**config.mk**
```make
export PLATFORM = sky130hd
export DESIGN_NAME = program_counter
export DESIGN_NICKNAME = d
export VERILOG_FILES = /design/src/rtl/pc_pkg.sv /design/src/rtl/pc_stack.sv /design/src/rtl/program_counter.sv
export SDC_FILE = /design/constraint.sdc
export NUM_CORES = 1
export LEC_CHECK = 0
export ABC_CLOCK_PERIOD_IN_PS = 4000
export BUFFER_PORTS_ARGS = -buffer_cell sky130_fd_sc_hd__buf_2
export CORE_AREA = 2 2 68 50
export CTS_CLUSTER_DIAMETER = 50
export DETAILED_ROUTE_END_ITERATION = 10
export DIE_AREA = 0 0 70 52
export PLACE_DENSITY = 0.71
export RECOVER_POWER = 100
export SYNTH_ARGS = -nofsm -noshare
export SYNTH_HDL_FRONTEND = slang
export SYNTH_SLANG_ARGS = --single-unit
export TNS_END_PERCENT = 30
```
**constraint.sdc**
```tcl
create_clock -name clk -period 4 [get_ports clk]
set_input_delay 0.8 -clock clk [delete_from_list [all_inputs] [get_ports clk]]
set_output_delay 0.8 -clock clk [all_outputs]
set_load 0.02 [all_outputs]
```
**src/rtl/pc_pkg.sv**
```systemverilog
// Shared constants and operation encoding for the program counter and its return stack.
package pc_pkg;

    localparam int unsigned PC_WIDTH       = 16;
    localparam int unsigned PC_STACK_DEPTH = 8;

    typedef enum logic [2:0] {
        PC_HOLD,
        PC_INC,
        PC_LOAD,
        PC_CALL,
        PC_RET,
        PC_RESET
    } pc_op_t;

endpackage

```
**src/rtl/pc_stack.sv**
```systemverilog
// Return-address LIFO; the pointer carries one extra bit so full and empty are distinct.
module pc_stack
    import pc_pkg::*;
#(
    parameter int unsigned WIDTH = PC_WIDTH,
    parameter int unsigned DEPTH = PC_STACK_DEPTH
) (
    input  logic             clk,
    input  logic             reset,
    input  logic             push,
    input  logic             pop,
    input  logic [WIDTH-1:0] din,
    output logic [WIDTH-1:0] dout,
    output logic             empty,
    output logic             full,
    output logic             err
);

    localparam int unsigned AW = $clog2(DEPTH);
    localparam int unsigned PW = AW + 1;

    logic [PW-1:0]    ptr;
    logic [AW-1:0]    top_idx;
    logic [WIDTH-1:0] mem [DEPTH];

    assign empty   = (ptr == PW'(0));
    assign full    = (ptr == PW'(DEPTH));
    assign top_idx = AW'(ptr - PW'(1));
    assign dout    = mem[top_idx];

    // Pointer and sticky error; push wins if both are requested.
    always_ff @(posedge clk) begin
        if (reset) begin
            ptr <= '0;
            err <= 1'b0;
        end else if (push) begin
            if (full) err <= 1'b1;
            else      ptr <= ptr + PW'(1);
        end else if (pop) begin
            if (empty) err <= 1'b1;
            else       ptr <= ptr - PW'(1);
        end
    end

    // Storage is intentionally not cleared by reset.
    always_ff @(posedge clk) begin
        if (!reset && push && !full) begin
            mem[ptr[AW-1:0]] <= din;
        end
    end

endmodule

```
**src/rtl/program_counter.sv**
```systemverilog
// Program counter with priority-encoded hold/inc/load/call/ret/reset.
// Return stack built only when PROGRAM_COUNTER_STACK_EN is defined.
module program_counter
    import pc_pkg::*;
#(
    parameter int unsigned WIDTH = PC_WIDTH,
    parameter int unsigned DEPTH = PC_STACK_DEPTH
) (
    input  logic             clk,
    input  logic             reset,
    input  logic [WIDTH-1:0] in,
    input  logic             load,
    input  logic             inc,
    input  logic             call,
    input  logic             ret,
    output logic [WIDTH-1:0] out,
    output logic             stk_empty,
    output logic             stk_full,
    output logic             stk_err
);

    pc_op_t           op;
    logic [WIDTH-1:0] next_seq;
    logic [WIDTH-1:0] stk_top;

    assign next_seq = out + WIDTH'(1);

    // Fixed-priority request encoder.
    always_comb begin
        op = PC_HOLD;
        if (reset)     op = PC_RESET;
`ifdef PROGRAM_COUNTER_STACK_EN
        else if (call) op = PC_CALL;
        else if (ret)  op = PC_RET;
`else
        else if (call) op = PC_LOAD;
`endif
        else if (load) op = PC_LOAD;
        else if (inc)  op = PC_INC;
    end

`ifdef PROGRAM_COUNTER_STACK_EN
    pc_stack #(
        .WIDTH (WIDTH),
        .DEPTH (DEPTH)
    ) u_stack (
        .clk   (clk),
        .reset (reset),
        .push  (op == PC_CALL),
        .pop   (op == PC_RET),
        .din   (next_seq),
        .dout  (stk_top),
        .empty (stk_empty),
        .full  (stk_full),
        .err   (stk_err)
    );
`else
    localparam int unsigned unused_depth = DEPTH;
    logic unused_ret;

    assign unused_ret = ret;
    assign stk_top    = '0;
    assign stk_empty  = 1'b1;
    assign stk_full   = 1'b0;
    assign stk_err    = 1'b0;
`endif

    always_ff @(posedge clk) begin
        case (op)
            PC_RESET: out <= '0;
            PC_CALL,
            PC_LOAD:  out <= in;
            PC_RET:   if (!stk_empty) out <= stk_top;
            PC_INC:   out <= next_seq;
            default:  out <= out;
        endcase
    end

endmodule
```
==> results.md <==
* CP Class: input port to flop
* Hold Vio Cnt, Final at 0
* Worst Hold Endpoint: out[15]
* Total CTS buffers at 3
* Die Wd at 70 µm
* Pre-CTS setup slack at 1850 ps
* Unique cell type count in the Yosys netlist at 28
* Slew headroom at 31.3%
* Final count of pins violating max slew at 0
* CTS root buf: clkbuf_8
* Gr usage total at 12.8%
* TritonCTS Sinks at 16
* Row Count at 17
* Final setup violation count at 0
* Worst-Skew Late Latency at 250 ps
* Hpwl dp at 1660 µm
* Worst-path clk slew at 60 ps
* Post-synthesis compound-gate area fraction at 9.46%
* Crit Path Max Fanout at 16
* CTS tree: yes
* Top Registers: out (16)
* # H-tree levels at 1
* Synthesized instance count at 102
* Placed cells at 172
* Antenna cells at 0
* Cell count of the worst hold path at 2
* Largest net degree at the start of global routing at 17
* Final WS setup at 2100 ps
* Most frequent cells in the layout: nand2_1, buf_2, clkbuf_1
* First-pass detailed-route iteration total at 4
* Max IR drop VDD at 180 µV
* Via density at 4.85
* Crit path cell chain: clkbuf_1 > nor2_1 > nor2_1 > nand2_1 > o21ai_0
* Startpoint Class: input port
* Arrival @ worst endpoint at 1990 ps
* Final worst clock skew at 4.55 ps
* P&R area growth vs syn at 21.9%
* Worst Max-Slew Pin Slew at 1030 ps
* Routed WL per cell at 12.7 µm
* Postcts setup bufs at 0
* Worst-case reg-to-reg path depth at 5
* Initial antenna violation count at 0
* Fmax at 0.526 GHz
* Setup_tns at 0 ps
* Reg2reg start: out[0]
* Max stage delay on crit path at 770 ps
* Iteration-0 DRC Markers at 11
* Largest family of logic cells by synthesized area: simple AND/OR/NAND/NOR gates
* Grt total ovfl at 0
* Total power at 0.000410 W
* Global-route wire length before repair at 3630 µm
* FF-to-FF End: out[14]
* Req. time, crit path at 4090 ps
* Syn Area/Cell at 9.85 µm²
* Yosys warning total at 0
* Post-route ant nets at 0
* Internal at 0.000293 W
* Sw power at 0.000118 W
* Detailed-route DRC error count at 0
* Port Buffers at 36
* CP endpoint kind: flop
* Die area at 3640 µm²
* Gates resized, CTS repair at 0
* Vias at 854
* RD Place Congestion at 0.782
* Switching share of power at 28.7%
* Layout cell share with drive strength beyond 1 at 18.8%
* Max reg flops at 16
* Sequential share of power at 52.8%
* Comb pwr share at 16.3%
* Pwr dens at 335 nW/µm²
* Syn Std Cell Area at 1000 µm²
* CP max stage cell: nor2_1
* Leak at 0.452 nW
* #FFs+latches synth at 16
* Initial Util at 33.3%
* Status: complete, no violations
* Tmin final at 1900 ps
* Bufs on Longest Clock Path at 2
* Hold Buf Count CTS at 0
* Max-cap violations at 0
* Post-synthesis xor/xnor area fraction at 10.5%
* Height of the chip at 52 µm
* Nets@finish at 162
* Worst R2R Setup Slack at 2270 ps
* HP Start: out[15]
* Worst min-delay path class: flop to flop
* Biggest register: out
* Final WL at 2240 µm
* Post-synthesis mux area share at 1.99%
* Clock share of power at 30.9%
* Unrepaired setup endpoints after global routing: false
* Num ports at 41
* Sequential share of the synthesized area at 47.8%
* Core Area at 3020 µm²
* Most common cell type on the critical path: nor2_1
* Vias in the first global route at 802
* Synth Area in Adders at 1.25%
* Final period util at 47.5%
* Fin cells at 176
* Fraction of the mapped netlist area in simple logic gates at 24.0%
* Commonest non-fill, non-tap cell in the layout: nand2_1
==> worst max-delay path: cells and delay by family <==
kind	cells	cell delay (ps)
AND/OR/NAND/NOR	3	950
buffers and inverters	1	120
AO/OA/AOI/OAI	1	110
==> per-stage QoR <==
| stage | util, % | hold slack (ps) | area [µm²] |
|---|---|---|---|
| after global routing | 40.6 | 700 | 1220 |
| after detailed placement | 39.9 | 642 | 1200 |
| final | 40.6 | 663 | 1220 |
| after CTS | 41.4 | 654 | 1250 |
| after floorplan | - | 744 | 1010 |
| after global placement | 39.9 | 613 | 1200 |
==> synth_stat cells, drive strengths merged <==
cell type | n | area share (%)
buf | 4 | 2.7
a22o | 1 | 0.87
nand4 | 2 | 1.9
nor3 | 4 | 2.0
ha | 1 | 1.2
a32oi | 2 | 1.7
edfxtp | 16 | 48
xor2 | 2 | 1.7
nand3 | 5 | 3.0
clkbuf | 1 | 0.37
xnor2 | 10 | 8.7
conb | 2 | 0.75
nor4 | 4 | 4.0
and2 | 2 | 1.2
inv | 3 | 1.1
or4b | 1 | 1.4
nor2 | 6 | 2.2
o21ai | 13 | 6.8
mux2i | 2 | 2.0
nand2 | 20 | 7.5
nor4b | 1 | 0.87
==> logic make-up (layout without fill, tap and decap cells) <==
family / after synthesis / count (layout)
AOI/OAI and AO/OA: 16 / 16
adders and majority gates: 1 / 1
xor gates and xnor gates: 12 / 12
DFF: 16 / 16
buffers and inverters: 8 / 43
muxes: 2 / 2
other: 2 / 3
and+or+nand+nor: 45 / 45
==> power groups by stage <==
stage | registers (W) | logic [W] | clock network [W]
after CTS | 0.000217 | 0.0000729 | 0.000129
after floorplan | 0.000234 | 0.0000305 | 0
after global routing | 0.000220 | 0.0000743 | 0.000135
final | 0.000217 | 0.0000668 | 0.000127
after detailed placement | 0.000220 | 0.0000725 | 0
after global placement | 0.000219 | 0.0000716 | 0
==> cell type report <==
| type | count | area, µm² |
|---|---|---|
| flip-flops and latches | 16 | 480 |
| multi-input cells | 79 | 482 |
| clock inverters | 1 | 3.75 |
| clock buffers | 3 | 41.3 |
| repair buffers | 36 | 159 |
| fillers | 325 | 1800 |
| well taps | 38 | 47.5 |
| inverters | 3 | 11.3 |
==> how the worst max path moves through the flow <==
stage           from  endpoint  slack, ps
6_report        load   out[12]       2100
5_1_grt         load   out[12]       1860
4_1_cts         load   out[11]       2100
3_5_place_dp    load   out[11]       1850
3_3_place_gp    load   out[11]       1870
2_1_floorplan  reset    out[4]       2210
==> metal layers <==
metal  share of wire [%]  up-vias  track usage [%]
met5                   0        -                0
met4                   0        0             1.92
met3                 7.2        0             4.46
met2                  46       24             22.7
met1                  46      395             15.6
li1                    -      435                -
Note: power is estimated with default switching activity, not from simulation.
